==> config.mk <==
export PLATFORM = sky130hd
export DESIGN_NAME = pipeline_biss_param
export DESIGN_NICKNAME = d
export VERILOG_FILES = /design/src/rtl/pipeline_biss_param.sv
export SDC_FILE = /design/constraint.sdc
export NUM_CORES = 1
export LEC_CHECK = 0
export CAP_MARGIN = 20
export CORE_ASPECT_RATIO = 1.1
export CORE_MARGIN = 2
export CORE_UTILIZATION = 53
export DETAILED_ROUTE_END_ITERATION = 7
export PLACE_DENSITY = 0.78
export SYNTH_ARGS = -nofsm -noshare
export SYNTH_HDL_FRONTEND = slang
export SYNTH_SLANG_ARGS = --single-unit
==> constraint.sdc <==
create_clock -name clk -period 2.5 [get_ports clk]
set_input_delay 0.625 -clock clk [delete_from_list [all_inputs] [get_ports clk]]
set_output_delay 0.625 -clock clk [all_outputs]
set_load 0.05 [all_outputs]
==> src/rtl/pipeline_biss_param.sv <==
// Configurable-depth add pipeline: stage k adds INC_BASE*INC_MULT^k (mod 2^WIDTH),
// with valid/ready backpressure, bubble collapsing, synchronous flush and occupancy.
module pipeline_biss_param #(
    parameter int unsigned WIDTH       = 16,
    parameter int unsigned STAGES      = 3,
    parameter int unsigned INC_BASE    = 10,
    parameter int unsigned INC_MULT    = 10,
    parameter bit          ZERO_BUBBLE = 1'b1
) (
    input  logic                            clk,
    input  logic                            rst,
    input  logic                            in_valid,
    input  logic [WIDTH-1:0]                in_data,
    output logic                            in_ready,
    output logic                            out_valid,
    output logic [WIDTH-1:0]                out_data,
    input  logic                            out_ready,
    input  logic                            flush,
    output logic [$clog2(STAGES+1)-1:0]     occupancy
);

    localparam int unsigned OCC_W = $clog2(STAGES + 1);

    // Elaboration-time addend; each multiply truncates so the result is exact mod 2^WIDTH.
    function automatic logic [WIDTH-1:0] addend(input int unsigned k);
        logic [WIDTH-1:0] acc;
        acc = WIDTH'(INC_BASE);
        for (int unsigned i = 0; i < k; i++) begin
            acc = WIDTH'(acc * WIDTH'(INC_MULT));
        end
        return acc;
    endfunction

    logic [WIDTH-1:0] inc   [STAGES];
    logic [WIDTH-1:0] d     [STAGES];
    logic [WIDTH-1:0] d_nxt [STAGES];
    logic [STAGES-1:0] v;
    logic [STAGES-1:0] v_nxt;
    logic [STAGES-1:0] adv;
    logic              take;
    logic              keep0;

    for (genvar k = 0; k < STAGES; k++) begin : g_inc
        localparam logic [WIDTH-1:0] A = addend(k);
        assign inc[k] = A;
    end

    // A stage may move when it is empty or the stage below it moves.
    always_comb begin
        adv = '0;
        adv[STAGES-1] = !v[STAGES-1] || out_ready;
        for (int unsigned i = 1; i < STAGES; i++) begin
            adv[STAGES-1-i] = !v[STAGES-1-i] || adv[STAGES-i];
        end
    end

    assign in_ready  = adv[0] && !flush;
    assign take      = in_valid && in_ready;
    // Legacy encoding: a zero operand completes the handshake but enters as a bubble.
    assign keep0     = take && !(ZERO_BUBBLE && (in_data == '0));
    assign out_valid = v[STAGES-1];
    assign out_data  = d[STAGES-1];

    always_comb begin
        v_nxt = v;
        d_nxt = d;
        if (adv[0]) begin
            v_nxt[0] = keep0;
            if (keep0) begin
                d_nxt[0] = in_data + inc[0];
            end
        end
        for (int unsigned i = 1; i < STAGES; i++) begin
            if (adv[i]) begin
                v_nxt[i] = v[i-1];
                if (v[i-1]) begin
                    d_nxt[i] = d[i-1] + inc[i];
                end
            end
        end
    end

    always_ff @(posedge clk) begin
        if (!rst) begin
            v         <= '0;
            occupancy <= '0;
            for (int unsigned i = 0; i < STAGES; i++) begin
                d[i] <= '0;
            end
        end else if (flush) begin
            v         <= '0;
            occupancy <= '0;
        end else begin
            v         <= v_nxt;
            d         <= d_nxt;
            occupancy <= OCC_W'($countones(v_nxt));
        end
    end

endmodule

Yosys cells after proc, flatten, opt, wreduce, memory -nomap -nowiden. Index checks and enable logic that the tools add are counted.

Bits in latches: 0. Memories: 0. Input bits: 21. Register bits after elaboration: 53. Bits in writable memories: 0. Memory bits (read-only): 0.

Muxes and demuxes: 3. Reduce and logical (&&, ||, !) cells: 16. Magnitude comparators: 0. Bitwise logic cells: 2. Divide/modulo/power cells: 0. $mul: 0. Shift operators: 0. Add/subtract/negate cells: 5. Eq/ne operators: 0.

Operator list (count): 16-bit by 10-bit adder with 16-bit output (second input constant) (1); 16-bit by 4-bit adder with 16-bit output (second input constant) (1); 16-bit by 7-bit adder with 16-bit output (second input constant) (1); 16-bit zero test (1); 3-bit AND reduction (3); 1-bit zero test (5); 1-bit logical AND (3); 1-bit logical OR (3); 1-bit two-way mux (3); 1-bit by 1-bit adder with 2-bit output (1); 2-bit by 1-bit adder with 2-bit output (1); 1-bit NOT (2); 2-bit OR reduction (1).

Longest topological paths before layout.
Word-level depth: 10. Gate-level depth with buffers: 9. Gate-level depth less buffers: 7.

Worst setup path after synthesis. OpenSTA, ideal clock, no wires.

Path type: register to register. Start: register v[2]. End: register occupancy[0]. Required time: 2435 ps. Slack: 190 ps. Arrival: 2245 ps. Cell stages (with the launch flop): 10. Path through: dfxtp_1 > nand4b_1 > and3b_1 > buf_2 > buf_2 > nand2_1 > nand2_1 > fa_1 > inv_1 > nor2_1.

Longest elaborated chain between the ends: 10. Elaborated cells between the ends (all ways): 12. Classes of those cells: add/sub: 2; mux: 3; reduce/logical: 7.

Ends and longest elaborated chain: start, declared (line 37) `logic [STAGES-1:0] v;`; start signal, assigned (line 94) `v <= v_nxt;`; 1-bit zero test * (line 51) `adv[STAGES-1] = !v[STAGES-1] || out_ready;`; 1-bit logical OR * (line 51); 1-bit logical OR * (2 in series) (line 53) `adv[STAGES-1-i] = !v[STAGES-1-i] || adv[STAGES-i];`; 1-bit logical AND (line 57) `assign in_ready = adv[0] && !flush;`; 1-bit logical AND (line 58) `assign take = in_valid && in_ready;`; 1-bit logical AND (line 60) `assign keep0 = take && !(ZERO_BUBBLE && (in_data == '0));`; 1-bit two-way mux * (line 67) `if (adv[0]) begin`; via v_nxt[0] (line 38) `logic [STAGES-1:0] v_nxt;`; 1-bit by 1-bit adder with 2-bit output (not written as such) * (line 96) `occupancy <= OCC_W'($countones(v_nxt));`; 2-bit by 1-bit adder with 2-bit output (not written as such) * (line 96); end signal, assigned (line 96); end, declared (line 19) `output logic [$clog2(STAGES+1)-1:0] occupancy`.

Mark *: on every way through the listed nets, which the timed path passes. The rest lies on a longest branch. A chain may end at the register's enable or synchronous reset.

Worst setup path after layout.
Start: input out_ready. End: output in_ready.

Longest elaborated chain between the ends: 4.

Ends and longest elaborated chain: start, declared (line 17) `input logic out_ready,`; 1-bit logical OR (line 51); 1-bit logical OR (2 in series) (line 53); 1-bit logical AND (line 57); end, declared (line 14) `output logic in_ready,`.

Every way passes these cells.

==> results.md <==
- Net switching power of the design: 413 uW
- Remaining antenna violation count: 0
- GR Util met3: 0.0347
- Kind of launch point of the worst setup path: primary input
- Global routing met2 resource utilization: 0.328
- Power, Total: 1.62 mW
- Maximum clock frequency: 432 MHz
- Met1 demand-to-capacity share in global routing: 0.254
- Clk_lat worst skew: 300 ps
- Post-route insts no fill: 423
- Sum of net half-perimeters after detailed placement: 4060 um
- Worst Path Class, Setup: primary input to output port
- Number of maximum-capacitance constraint violations: 0
- Post-synth net total: 336
- Busiest grt layer: met2
- Synth Area per Inst: 9.25 um2
- Power share of the combinational group: 0.152
- Switching share of total power: 0.255
- Accumulated negative setup slack: 0 ps
- Top flip-flop cell by instance count after synthesis: dfxtp_1
- Remaining global-route overflow: 0
- Fraction of layout cells with a size suffix above 1: 0.187
- Number of flip-flops and latches in the synthesized netlist: 53
- Worst-case headroom to the max-slew limit: 0.522
- CTS tree: done
- Multi-input combinational cell area: 1600 um2
- H-tree levels: 2
- Hold buffers post-CTS: 0
- Filler cell count in the final layout: 487
- Startpoint of the worst-slack reg-to-reg timing path: v[1]$_SDFF_PP0_
- Critical Path AT: 1690 ps
- Number of antenna violations at the first check in global routing: 0
- Final setup margin: 183 ps
- Launching instance or port of the critical path: out_ready
- First-pass GRT wire length: 9450 um
- Vias: 2281
- Synth top cells by count: dfxtp_1 (53), xnor2_1 (29), a21oi_1 (28), nor2_1 (28), o21ai_0 (17)
- Internal portion of total power: 1.21 mW
- Area overhead of the layout relative to synthesis: 20.0%
- Worst Tran Pin Value: 716 ps
- Drt via density: 5.39
- PortBufs: 40
- Placement Cell Area: 3360 um2
- Worst clock skew: 5.55 ps
- Yosys top cell area share: 0.369
- Final hold viol count: 0
- Worst min path class: flip-flop to flip-flop
- Number of iterations in the first detailed-routing pass: 4
- Ys async rst share: 0
- Final design instance area without fill: 3450 um2
- Number of synthesized flops with an enable pin: 0
- Number of placement rows: 28
- Area contributors post-synth: dfxtp_1 (37%), xnor2_1 (8.8%), a21oi_1 (4.9%)
- Maximum number of pins on one net before global-route repair: 28
- Die area: 6030 um2
- Post-CTS setup repair buffer count: 0
- CP Capture Type: output port
- Portion of total power attributed to sequential cells: 0.553
- Count of mapped cells out of synthesis: 311
- Largest area contributor in the netlist: dfxtp_1
- P per Cell Area: 469 nW/um2
- Outcome: completed
- Share of the yosys chip area belonging to registers: 0.369
- Pins over their slew limit: 0
- Critical Path RT: 1880 ps
- Period Utilization, post-route: 0.927
- 1st-iter DRT viols: 92
- Count of final setup violators: 0
- Hold path startpoint: out_data[10]$_SDFFE_PN0P_
- Post-detailed-route DRC marker count: 0
- Leakage Power: 1.14 nW
- I/O Pins: 41
- Core area: 5330 um2
- Die Ht: 81.3 um
- CTS buffer count: 5
- Total routed wirelength: 5390 um
- CTS Sinks: 53
- Synthesis warning total: 0
- Setup slack at placement: -6.74 ps
- Total standard cell area after synthesis: 2880 um2
- Initial Util: 0.540
- Final min period: 2320 ps
- Number of global-route vias before repair: 2109
- Number of cells after detailed placement: 416
- Overall fraction of global-route tracks in use: 0.198
- Distinct cell type count of the synthesized netlist: 45
- Top-count cell post-synth: dfxtp_1
- Number of buffers on the longest clock path: 2
- Largest fanout on the critical path: 3
- Routability congestion estimate from global placement: 0.899
- CTS clk-pin slew, worst paths: 90 ps
- Storage cell area: 1060 um2
- Routed len/inst: 12.8 um
- Clock Power Share: 0.294
- Net count, final: 373
- Worst vdd ir: 0.254 mV
- Floorplan die width: 74.2 um
- Unrepaired setup endpoints after global routing: no
- Root buffer selected by CTS: clkbuf_8
- Ant diodes: 0
- Post-cts repair resize count: 0
-- area by class of cell --
type / count / share of cell area
tap: 75 / 0.0272
timing repair buffer: 61 / 0.168
sequential: 53 / 0.307
clock buffer: 6 / 0.0239
clock inverter: 1 / 0.00217
inverter: 7 / 0.00761
multi-input combinational: 220 / 0.464
-- critical path: stages --
cell	delay, ps
clkdlybuf4s50_1	490
nand4b_1	160
nor2b_1	240
buf_12	170
-- placed cells by master, fill, tap and decap left out, types with 2 or more instances in the layout --
master | synthesis | final
nor3_1 | 6 | 6
nand4_2 | 2 | 2
xnor2_1 | 29 | 29
xor2_1 | 5 | 5
dfxtp_1 | 53 | 53
a211oi_1 | 12 | 12
nor2b_1 | 4 | 4
ha_1 | 3 | 3
nor4_2 | 8 | 8
inv_1 | 6 | 6
and3b_1 | 2 | 2
mux2i_1 | 10 | 10
a21oi_2 | 5 | 5
nand4_1 | 3 | 3
clkdlybuf4s50_1 | 0 | 39
a211oi_2 | 11 | 11
nand2b_1 | 2 | 2
o21ai_0 | 17 | 17
clkbuf_8 | 0 | 6
nor2_1 | 28 | 28
nand2_1 | 15 | 15
nor3b_1 | 3 | 2
nand3_1 | 8 | 8
buf_4 | 16 | 20
buf_12 | 0 | 2
nand3b_1 | 2 | 2
a21oi_1 | 28 | 28
-- sequential cells by signal (all words and copies together) (netlist names) --
signal     count
d             32
occupancy      2
out_data      16
v              3
-- power by group through the flow --
stage,combinational (mW),clock (mW),sequential (mW)
after detailed placement,0.245,0,0.916
after floorplan,0.144,0,0.910
after CTS,0.247,0.489,0.896
after global placement,0.240,0,0.914
after global routing,0.268,0.533,0.901
final,0.246,0.476,0.896
-- worst paths after layout --
kind                                                   to  depth (start not counted)  slack (ps)
worst max-delay path                             in_ready                          4         180
worst min-delay path            out_data[10]$_SDFFE_PN0P_                          2         480
worst max register to register         d[39]$_SDFFE_PN0P_                          5         830
worst min register to register  out_data[10]$_SDFFE_PN0P_                          2         480
-- stage by stage --
step | hold slack, ps | util
detailed placement | 470 | 0.631
floorplan | 447 | -
global route | 513 | 0.648
finish | 476 | 0.648
CTS | 482 | 0.648
global placement | 452 | 0.631
-- cells by family after synthesis --
group                      count (synthesis)  synth area share
and+or+nand+nor                           91             0.197
AOI/OAI and AO/OA                         81             0.200
DFF                                       53             0.369
buffers and inverters                     38            0.0766
xor gates and xnor gates                  34             0.104
muxes                                     10            0.0348
adders and majority gates                  4            0.0200
-- metal layers --
metal	vias to the layer above	part of all wire
met5	-	0
met4	0	0.025
met3	12	0.029
met2	51	0.47
met1	1055	0.48
li1	1163	-
No activity file was read; power rests on OpenSTA's default activity.
